**src/rtl/alu_accumulator.sv**
```systemverilog
`default_nettype none
// ============================================================================
//  Module      : alu_accumulator
//  Description : Accumulator execute stage. Single-cycle ALU ops on AR with an
//                immediate/memory operand, plus an iterative shift-add MUL.
//                Opcode layout: IR[7:6] group, IR[5:3] op, IR[2] operand-2
//                select (1 = MBR). LOAD_I = 8'h00, LOAD_X = 8'h04.
//  Revision    : 1.0 - initial release
// ============================================================================
module alu_accumulator #(
    parameter int DATA_WIDTH = 8
) (
    input  logic                  clk,
    input  logic                  arst,
    input  logic                  Exec,
    input  logic [7:0]            IR,
    input  logic [DATA_WIDTH-1:0] IBR,
    input  logic [DATA_WIDTH-1:0] MBR,
    output logic [DATA_WIDTH-1:0] AR,
    output logic [DATA_WIDTH-1:0] HR,
    output logic [3:0]            Flags,
    output logic                  busy
);

    localparam int             c_flag_ov    = 3;
    localparam int             c_flag_neg   = 2;
    localparam int             c_flag_carry = 1;
    localparam int             c_flag_zero  = 0;
    localparam int             c_oper2_bit  = 2;
    localparam logic           c_oper2_x    = 1'b1;
    localparam logic [7:0]     c_load_i     = 8'h00;
    localparam logic [7:0]     c_load_x     = 8'h04;
    localparam int             c_msb        = DATA_WIDTH - 1;
    localparam int             c_cnt_w      = (DATA_WIDTH > 2) ? $clog2(DATA_WIDTH) : 1;
    localparam logic [c_cnt_w-1:0] c_cnt_last = c_cnt_w'(DATA_WIDTH - 1);
    localparam logic [0:0]     c_st_idle    = 1'b0;
    localparam logic [0:0]     c_st_mul     = 1'b1;

    logic [0:0]              r_state;
    logic [0:0]              w_state_nxt;
    logic [DATA_WIDTH-1:0]   r_ar;
    logic [DATA_WIDTH-1:0]   r_hr;
    logic [3:0]              r_flags;
    logic [2*DATA_WIDTH-1:0] r_mcand;
    logic [DATA_WIDTH-1:0]   r_mplier;
    logic [2*DATA_WIDTH-1:0] r_acc;
    logic [c_cnt_w-1:0]      r_cnt;

    logic                    w_exec;
    logic [DATA_WIDTH-1:0]   w_op2;
    logic [DATA_WIDTH:0]     w_cin_ext;
    logic [DATA_WIDTH:0]     w_sum;
    logic [DATA_WIDTH-1:0]   w_res;
    logic [3:0]              w_flags;
    logic                    w_c;
    logic                    w_v;
    logic                    w_sub;
    logic                    w_wr_ar;
    logic                    w_wr_flags;
    logic                    w_start_mul;
    logic [2*DATA_WIDTH-1:0] w_acc_nxt;
    logic                    w_mul_last;
    logic [DATA_WIDTH-1:0]   w_prod_lo;
    logic [DATA_WIDTH-1:0]   w_prod_hi;
    logic [3:0]              w_mul_flags;

    // Single-cycle decode; only acted upon while the FSM is idle.
    always_comb begin
        w_exec      = Exec && (r_state == c_st_idle);
        w_op2       = (IR[c_oper2_bit] == c_oper2_x) ? MBR : IBR;
        w_cin_ext   = {{DATA_WIDTH{1'b0}}, r_flags[c_flag_carry]};
        w_sum       = '0;
        w_res       = r_ar;
        w_flags     = r_flags;
        w_c         = 1'b0;
        w_v         = 1'b0;
        w_sub       = 1'b0;
        w_wr_ar     = 1'b0;
        w_wr_flags  = 1'b0;
        w_start_mul = 1'b0;

        case (IR[7:6])
            2'b00: begin
                if ((IR == c_load_i) || (IR == c_load_x)) begin
                    w_wr_ar = 1'b1;
                    w_res   = w_op2;
                end
            end
            2'b01: begin
                case (IR[5:3])
                    3'b000:        w_sum = {1'b0, r_ar} + {1'b0, w_op2};
                    3'b010:        w_sum = {1'b0, r_ar} + {1'b0, w_op2} + w_cin_ext;
                    3'b001, 3'b100: w_sum = {1'b0, r_ar} - {1'b0, w_op2};
                    3'b011:        w_sum = {1'b0, r_ar} - {1'b0, w_op2} - w_cin_ext;
                    default:       w_sum = '0;
                endcase
                w_sub       = (IR[5:3] == 3'b001) || (IR[5:3] == 3'b011) || (IR[5:3] == 3'b100);
                w_res       = w_sum[DATA_WIDTH-1:0];
                // Bit DATA_WIDTH is carry-out for adds and borrow for subtracts.
                w_c         = w_sum[DATA_WIDTH];
                w_v         = w_sub ? ((r_ar[c_msb] != w_op2[c_msb]) && (w_res[c_msb] != r_ar[c_msb]))
                                    : ((r_ar[c_msb] == w_op2[c_msb]) && (w_res[c_msb] != r_ar[c_msb]));
                w_wr_ar     = (IR[5:3] <= 3'b011);
                w_wr_flags  = (IR[5:3] <= 3'b100);
                w_start_mul = (IR[5:3] == 3'b101);
            end
            2'b10: begin
                w_wr_ar    = 1'b1;
                w_wr_flags = 1'b1;
                case (IR[5:3])
                    3'b000: w_res = r_ar & w_op2;
                    3'b001: w_res = r_ar | w_op2;
                    3'b010: w_res = r_ar ^ w_op2;
                    3'b011: w_res = ~r_ar;
                    3'b100: begin w_res = {r_ar[c_msb-1:0], 1'b0};        w_c = r_ar[c_msb]; end
                    3'b101: begin w_res = {1'b0, r_ar[c_msb:1]};          w_c = r_ar[0];     end
                    3'b110: begin w_res = {r_ar[c_msb-1:0], r_ar[c_msb]}; w_c = r_ar[c_msb]; end
                    default: begin w_res = {r_ar[0], r_ar[c_msb:1]};      w_c = r_ar[0];     end
                endcase
            end
            default: ;
        endcase

        if (w_wr_flags) begin
            w_flags[c_flag_ov]    = w_v;
            w_flags[c_flag_neg]   = w_res[c_msb];
            w_flags[c_flag_carry] = w_c;
            w_flags[c_flag_zero]  = (w_res == '0);
        end
    end

    // One shift-add step per cycle; the final step's sum is the full product.
    always_comb begin
        w_acc_nxt   = r_acc + (r_mplier[0] ? r_mcand : '0);
        w_mul_last  = (r_cnt == c_cnt_last);
        w_prod_lo   = w_acc_nxt[DATA_WIDTH-1:0];
        w_prod_hi   = w_acc_nxt[2*DATA_WIDTH-1:DATA_WIDTH];
        w_mul_flags = '0;
        w_mul_flags[c_flag_ov]    = (w_prod_hi != '0);
        w_mul_flags[c_flag_neg]   = w_prod_lo[c_msb];
        w_mul_flags[c_flag_carry] = (w_prod_hi != '0);
        w_mul_flags[c_flag_zero]  = (w_acc_nxt == '0);
    end

    always_comb begin
        w_state_nxt = r_state;
        case (r_state)
            c_st_idle: if (w_exec && w_start_mul) w_state_nxt = c_st_mul;
            default:   if (w_mul_last)            w_state_nxt = c_st_idle;
        endcase
    end

    always_ff @(posedge clk) begin
        if (arst) r_state <= c_st_idle;
        else      r_state <= w_state_nxt;
    end

    always_ff @(posedge clk) begin
        if (arst) begin
            r_ar     <= '0;
            r_hr     <= '0;
            r_flags  <= '0;
            r_mcand  <= '0;
            r_mplier <= '0;
            r_acc    <= '0;
            r_cnt    <= '0;
        end else if (r_state == c_st_idle) begin
            if (w_exec) begin
                if (w_wr_ar)    r_ar    <= w_res;
                if (w_wr_flags) r_flags <= w_flags;
                if (w_start_mul) begin
                    r_mcand  <= {{DATA_WIDTH{1'b0}}, r_ar};
                    r_mplier <= w_op2;
                    r_acc    <= '0;
                    r_cnt    <= '0;
                end
            end
        end else begin
            r_acc    <= w_acc_nxt;
            r_mcand  <= r_mcand << 1;
            r_mplier <= r_mplier >> 1;
            r_cnt    <= r_cnt + c_cnt_w'(1);
            if (w_mul_last) begin
                r_ar    <= w_prod_lo;
                r_hr    <= w_prod_hi;
                r_flags <= w_mul_flags;
            end
        end
    end

    assign AR    = r_ar;
    assign HR    = r_hr;
    assign Flags = r_flags;
    assign busy  = (r_state == c_st_mul);

endmodule
`default_nettype wire

```
**config.mk**
```make
export PLATFORM = sky130hd
export DESIGN_NAME = alu_accumulator
export DESIGN_NICKNAME = d
export VERILOG_FILES = /design/src/rtl/alu_accumulator.sv
export SDC_FILE = /design/constraint.sdc
export NUM_CORES = 1
export LEC_CHECK = 0
export CORE_MARGIN = 5
export CORE_UTILIZATION = 40
export CTS_CLUSTER_SIZE = 10
export DETAILED_ROUTE_END_ITERATION = 10
export SLEW_MARGIN = 20
export SYNTH_ARGS = -nofsm -noshare
export SYNTH_HDL_FRONTEND = slang
export SYNTH_SLANG_ARGS = --single-unit
```
**constraint.sdc**
```tcl
create_clock -name clk -period 5.28 [get_ports clk]
set_input_delay 0.792 -clock clk [delete_from_list [all_inputs] [get_ports clk]]
set_output_delay 0.792 -clock clk [all_outputs]
set_load 0.01 [all_outputs]
```
==> metrics.txt <==
mapped cell area a little under 6000 um2; CP Launch Type input pin; Worst Path Arrival 4.65 ns; Initial Utilization roughly two fifths; ANT nets after route 0; placed insts 990; number of buffers created by CTS 9; Worst Max-Slew Pin Slew between 0.9 and 1 ns; core area roughly 15000 um2; Final #Nets about 900; setup_tns 0 ns; period utilization a little over 80%; Final HPWL DP around 14000 um; Total Wirelength 19400 um; Congestion Overflow GR 0; die width between 100 and 150 um; count of final setup violators 0; adder-cell share of the synthesized area about an eighth; endpoint type of the worst setup path flip-flop; largest net degree at the start of global routing 60; XOR/XNOR Fraction of Synth Area around 3.4%; clock transition at the registers of the reported paths about 0.06 ns; CP Max Fanout 8; Iteration-0 DRC Markers slightly below 700; area share of and/or/nand/nor cells after synthesis 24.3%; Tmin final 4.39 ns; M1 GR Usage between 30% and 40%; layout cells sized above 1 ~7.5%; Pwr Density between 200 and 250 nW/um2; largest family of logic cells by synthesized area compound AO/OA/AOI/OAI gates; Min-Delay Path Class flip-flop to flip-flop; TritonCTS clock tree built; most used routing layer in global routing met1; post-CTS setup repair buffer count 0; RD Place Congestion between 0.9 and 1; total power 1.52 mW; IO Count 48; Clock Tree Buf Depth 2; Syn Nets between 800 and 900; Cell variety after synth between 70 and 80; Die ar. 17400 um2; mux share of post-synthesis cell area between 6 and 7%; root buf cell clkbuf_16; Syn Inst Count approximately 790; worst-skew pair later-pin latency approximately 0.34 ns; Main synth FF type dfxtp_1; Clock Skew roughly 0.0059 ns; Final Non-Filler Cells about 1000; Post-synth EDFFs 0; Max Freq approximately 230 MHz; Num Clock Sinks 64; initial antenna violation count 0; Pre-antenna DRT Iters 6; Ys Warns 0; Port Buffers 47; max-slew violations 0; DR vias between 6000 and 7000; GRT Overall Usage a little over a fifth; met3 track demand over resource about 3.7%; diodes inserted 0; sequential fraction of the synthesis area 21.6%; #FFs+latches synth 64; unrepaired setup endpoints after global routing no; CTS resizes 0; Die H roughly 130 um; Slew HR 38.6%; critical path type input pin to flip-flop; CTS H-tree depth 3; max cap viols 0; # DRC 0; WP data required roughly 5.5 ns; Hold Slack around 0.45 ns; vias per cell between 6 and 7; mean post-synth cell area ~7.5 um2; Avg WL per Cell 19.3 um; row cnt 44; met2 Use GR 31.9%; Peak VDD IR about 170 uV; synth-to-layout area growth 16.4%; area fraction in compound gates after synthesis 26.6%; vias in the first global route about 5600; ys async rst share 0%; first-pass GRT wire length approximately 30000 um; Leak Pwr roughly 2.9 nW; run status finished clean; Final Hold Viols 0; hold buffers post-CTS 0
[flip-flops by register name, summed over array words and instances (netlist names)]
name      flops
r_acc        16
r_mcand      16
AR            8
HR            8
r_mplier      8
Flags         4
r_cnt         3
busy          1
[synth_stat cells, drive strengths merged (3+ instances only)]
cell,n,area (um2)
nor2,102,383
a21oi,88,444
nand2,68,255
dfxtp,64,1280
ha,52,651
clkbuf,32,120
inv,31,116
and3,26,163
o21ai,26,134
mux2i,24,240
a211oi,21,168
and2,19,119
xnor2,18,158
buf,16,73.8
nand3,16,80.1
nor3,14,75.1
o211ai,12,90.1
nor2b,11,68.8
o21a,11,82.6
a31oi,9,56.3
nand2b,9,56.3
a21o,8,60.1
nand4,7,43.8
a211o,6,52.6
mux2,6,67.6
o221ai,6,52.6
a22oi,5,37.5
o31ai,5,37.5
xor2,5,43.8
mux4,4,90.1
nand3b,4,30.0
nor4,4,40.0
or3,4,25.0
a2111oi,3,26.3
fa,3,60.1
nor4b,3,26.3
o2111ai,3,26.3
[cells by family after synthesis]
family                   after synthesis
AO/OA/AOI/OAI                        236
XOR/XNOR                              23
adder cells (fa/ha/maj)               55
buffers and inverters                 81
flip-flops                            64
multiplexers                          34
AND/OR/NAND/NOR                      296
[metal layers]
layer | wire length, um | vias up | share of wire, %
met4 | 259 | 0 | 1.3
met1 | 9360 | 2942 | 48
met2 | 8470 | 202 | 44
met5 | 0 | - | 0
met3 | 1330 | 19 | 6.9
li1 | - | 2915 | -
[critical path: stages]
cell	delay [ns]
clkdlybuf4s50_1	0.73
mux2i_1	0.31
inv_1	0.10
ha_1	0.23
fa_1	0.41
nor2b_1	0.16
o2111a_1	0.27
nor3_1	0.37
xnor2_1	0.19
a31o_2	0.26
a21oi_1	0.23
o21ai_1	0.14
a211o_1	0.29
a31oi_1	0.17
[path summary, 6_finish.rpt]
check	from	to	slack [ns]	cells after the start
setup reg to reg	r_mplier[0]	Flags[3]	1.57	12
hold reg to reg	HR[2]	HR[2]	0.45	2
setup / recovery	IR[2]	Flags[2]	0.89	14
hold / removal	HR[2]	HR[2]	0.45	2
[per-stage QoR]
step	cell area (um2)	utilization [%]	setup slack, ns
6_report	6900	47.5	0.888
5_1_grt	6900	47.5	0.637
4_1_cts	6900	47.5	0.906
3_5_place_dp	6570	45.2	0.557
3_3_place_gp	6570	45.2	0.637
2_1_floorplan	5930	-	1.24
[cell usage in the layout (no fill, tap or decap), types with 21 or more instances in the layout]
master and n:
nor2_1 102, a21oi_1 87, nand2_1 68, dfxtp_1 63, ha_1 52, clkdlybuf4s50_1 46
inv_1 30, and3_1 26, mux2i_1 24, o21ai_0 21
[final cells by class]
cell class	count	area [um2]
Sequential cell	64	1280
Clock buffer	10	239
Tap cell	184	230
Timing Repair Buffer	65	601
Multi-Input combinational cell	644	4330
Inverter	33	124
Clock inverter	6	92.6
Fill cell	1487	7640
[report_power, final]
part	internal (mW)	switching, mW	total (mW)
Combinational	0.146	0.213	0.360
Sequential	0.489	0.0139	0.503
Clock	0.427	0.226	0.653
Total	1.06	0.453	1.52
Note: power is estimated with default switching activity, not from simulation.
==> RTL change 1: new RTL, same settings <==
Remove the case item `3'b001, 3'b100` of the case on `IR[5:3]`.
--- a/src/rtl/alu_accumulator.sv
+++ b/src/rtl/alu_accumulator.sv
@@ -91,5 +91,4 @@
                     3'b000:        w_sum = {1'b0, r_ar} + {1'b0, w_op2};
                     3'b010:        w_sum = {1'b0, r_ar} + {1'b0, w_op2} + w_cin_ext;
-                    3'b001, 3'b100: w_sum = {1'b0, r_ar} - {1'b0, w_op2};
                     3'b011:        w_sum = {1'b0, r_ar} - {1'b0, w_op2} - w_cin_ext;
                     default:       w_sum = '0;
Function: changed (a bounded check fails within 4 cycles, from zero or initial values and one cycle with arst high).
==> RTL change 1 against the original RTL <==
Core utilization increased by 0.082 points; clock power fell by 0.8%; non-clock buffer count shrank 4; synthesized cell count fell by 5.3%; sequential share of layout area is 0.92 points higher; die area is 4.7% lower; synthesized area decreased by 5.1%; total power fell by 1.5%; sequential cell count did not move; wire length fell by 7.6%; worst setup slack worse by 0.22 ns; design area is 4.7% lower; critical endpoint unchanged; largest power group unchanged.
==> RTL change 1: results (changes against the original RTL) <==
| Metric | Value |
|---|---|
| Status | complete, no violations |
| Top area cells in the synthesized netlist | dfxtp_1 (23%), ha_1 (12%), a21oi_1 (7.2%), nor2_1 (5.5%), nand2_1 (4.7%) |
| Largest net degree at the start of global routing | 67 (+12%) |
| Reg2Reg Depth | 10 (-2) |
| Bufs w/o clock | 61 (-6.2%) |
| Hold slack | 0.458 ns (+0.00324 ns) |
| Multi-input gate share of the layout cell area | 0.612 (-0.0159) |
| Clk cell area share | 0.0499 (+0.00180) |
| VDD IR-drop max | 0.188 mV (+14%) |
| Hpwl dp | 13400 um (-7.4%) |
| Synth Instances | 747 (-5.3%) |
| Layout clock buffers | 9 (-1) |
| Drt initial violations | 551 (-18%) |
| Share of layout cells above drive strength 1 | 0.0643 (-0.0112) |
| Nets | 859 (-4.4%) |
| Global-route wire length before repair | 28600 um (-7.3%) |
| R2R Path Start | AR[1]$_SDFFE_PP0P_ |
| Final core utilization | 0.475 (+0.000824) |
| Number of global-route vias before repair | 5368 (-3.4%) |
| Drt first pass iters | 5 (-1) |
| Reg2Reg Setup Slack | 1.54 ns (-0.03 ns) |
| Placed cells | 942 (-4.8%) |
| Pre-CTS setup slack | 0.396 ns (-0.161 ns) |
| Met3 Use GR | 0.0257 (-0.0117) |
| Cell Area, Placed | 0.00624 sq mm (-4.9%) |
| Worst Skew | 0.0112 ns (+0.00533 ns) |
| Synth Area in Compound Gates | 0.260 (-0.00555) |
| Met1 usage | 0.295 (-0.0286) |
| Post-Synth XOR/XNOR Area | 0.0452 (+0.0112) |
| Buffer share of cell area | 0.0868 (-0.000275) |
| FF+latch count | 64 (unchanged) |
| Mux cell area share after synthesis | 0.0427 (-0.0244) |
| Top cells by count, synth | nor2_1 (83), a21oi_1 (81), nand2_1 (70) |
-- RTL change 1: changes by cell type in the layout (fill, tap and decap cells not counted), sizes merged, moves of 5 or more --
cell / before / now
o221ai: 6 / 1
o21a: 11 / 4
mux2i: 24 / 15
a21oi: 88 / 82
nor3: 14 / 21
nor2b: 11 / 4
inv: 31 / 40
nor2: 102 / 83
-- RTL change 1: report_power, final --
part           internal [uW]  leakage, uW  switching [uW]
Combinational            144      0.00205             199
Sequential               489     0.000517            13.3
Clock                    418     0.000157             230
-- RTL change 1: critical path, stage by stage --
cell             delay (ns)
clkdlybuf4s50_1        0.79
mux2i_1                0.54
inv_1                  0.13
ha_1                   0.27
a211oi_1               0.47
nor2_1                 0.12
xnor2_1                0.29
nor4_1                 0.45
mux2i_1                0.34
o21ai_0                0.17
nand2b_1               0.19
a311oi_1               0.28
-- RTL change 1: layer usage --
layer  routed length [um]  part of all wire
met5                    0                 0
met2                 8320              0.46
met3                  976             0.054
met4                  482             0.027
met1                 8170              0.46
==> RTL change 2: new RTL, same settings <==
Without the edit above. `DATA_WIDTH`: 8 -> 32.
--- a/src/rtl/alu_accumulator.sv
+++ b/src/rtl/alu_accumulator.sv
@@ -9,5 +9,5 @@
 // ============================================================================
 module alu_accumulator #(
-    parameter int DATA_WIDTH = 8
+    parameter int DATA_WIDTH = 32
 ) (
     input  logic                  clk,
Ports: changed (resized AR, HR, IBR and MBR); port bits go from 48 to 144. The function was not compared with the original's and may differ.
==> RTL change 2 against the original RTL <==
Design area grew to 4.8 times the old value; sequential cell count grew 170; worst setup slack lost 0.86 ns; critical path depth grew 7; wire length grew to 5.9 times the old value; total power grew to 4.1 times the old value; synthesized area grew to 4.1 times the old value; cell count grew to 4.9 times the old value; largest cell class unchanged; largest power group is now combinational logic.
==> RTL change 2: results (changes against the original RTL) <==
| Metric | Value |
|---|---|
| Met1 usage | 0.458 (+0.134) |
| Met3 Use GR | 0.0635 (+0.0261) |
| Status | complete, no violations |
| Avg Cell Area, Syn | 7.10 sq um (-5.5%) |
| Buffer share of cell area | 0.216 (+0.129) |
| CP Max Fanout | 5 (-3) |
| Leak Pwr | 0.0142 uW (+390%) |
| Multi-input gates | 2849 (+340%) |
| Bufs on Longest Clock Path | 3 (+1) |
| Top area cells in the synthesized netlist | dfxtp_1 (19%), ha_1 (8.9%), a21oi_1 (8.5%), nor2_1 (5.9%), nand2_1 (5.4%) |
| Initial antenna violation count | 1 (+1) |
| Bufs w/o clock | 884 (+1300%) |
| Total CTS buffers | 30 (+21) |
| Pwr/cell area | 188 mW/mm^2 (-15%) |
| Drt via density | 6.07 (+0.45%) |
| Nets | 4371 (+390%) |
| Clk cell area share | 0.0274 (-0.0207) |
| Sequential share of the synthesized area | 0.191 (-0.0249) |
| Port Buffers | 143 (+200%) |
| Post-Syn Area | 0.0245 sq mm (+310%) |
| Hpwl dp | 89200 um (+520%) |
| Reg2Reg Setup Slack | 0.22 ns (-1.35 ns) |
| Pre-CTS setup slack | -0.809 ns (-1.37 ns) |
| Drt first pass iters | 5 (-1) |
| Origin of the worst min-delay path | HR[12]$_SDFFE_PP0P_ |
| Register bit total from synthesis | 234 (+270%) |
| Cell Area, Placed | 0.0317 sq mm (+380%) |
| CP endpoint | Flags[0]$_SDFFE_PP0P_ |
| Multi-input logic area | 0.0191 sq mm (+340%) |
| Crit path DAT | 5.79 ns (+1.14 ns) |
| WHS Endpoint | HR[12]$_SDFFE_PP0P_ |
RTL change 2: repair_timing:
action | in CTS | in global routing
hold buffers | 0 | 0
endpoints found under the setup margin | 8 | 15
resized for setup | 13 | 111
pin swaps | 0 | 29
buffers inserted | 0 | 20
RTL change 2: cell families after synthesis:
family	synth area share
AOI/OAI and AO/OA	0.303
xor gates and xnor gates	0.0383
adders and majority gates	0.0914
buffers and inverters	0.0572
DFF	0.191
muxes	0.0577
and+or+nand+nor	0.261
RTL change 2: power groups by stage:
stage	logic [uW]	registers, uW	clock network, uW
CTS	2340	1800	1990
global route	2630	1810	2070
floorplan	1110	1850	0
detailed placement	2320	1840	0
global placement	2320	1840	0
finish	2500	1810	1960
RTL change 2: worst max-delay path: cells and delay by family:
family	cells	cell delay, ns
AO/OA/AOI/OAI	7	1.70
adder cells (fa/ha/maj)	1	0.34
AND/OR/NAND/NOR	5	1.47
XOR/XNOR	1	0.20
multiplexers	1	0.15
buffers and inverters	6	1.13
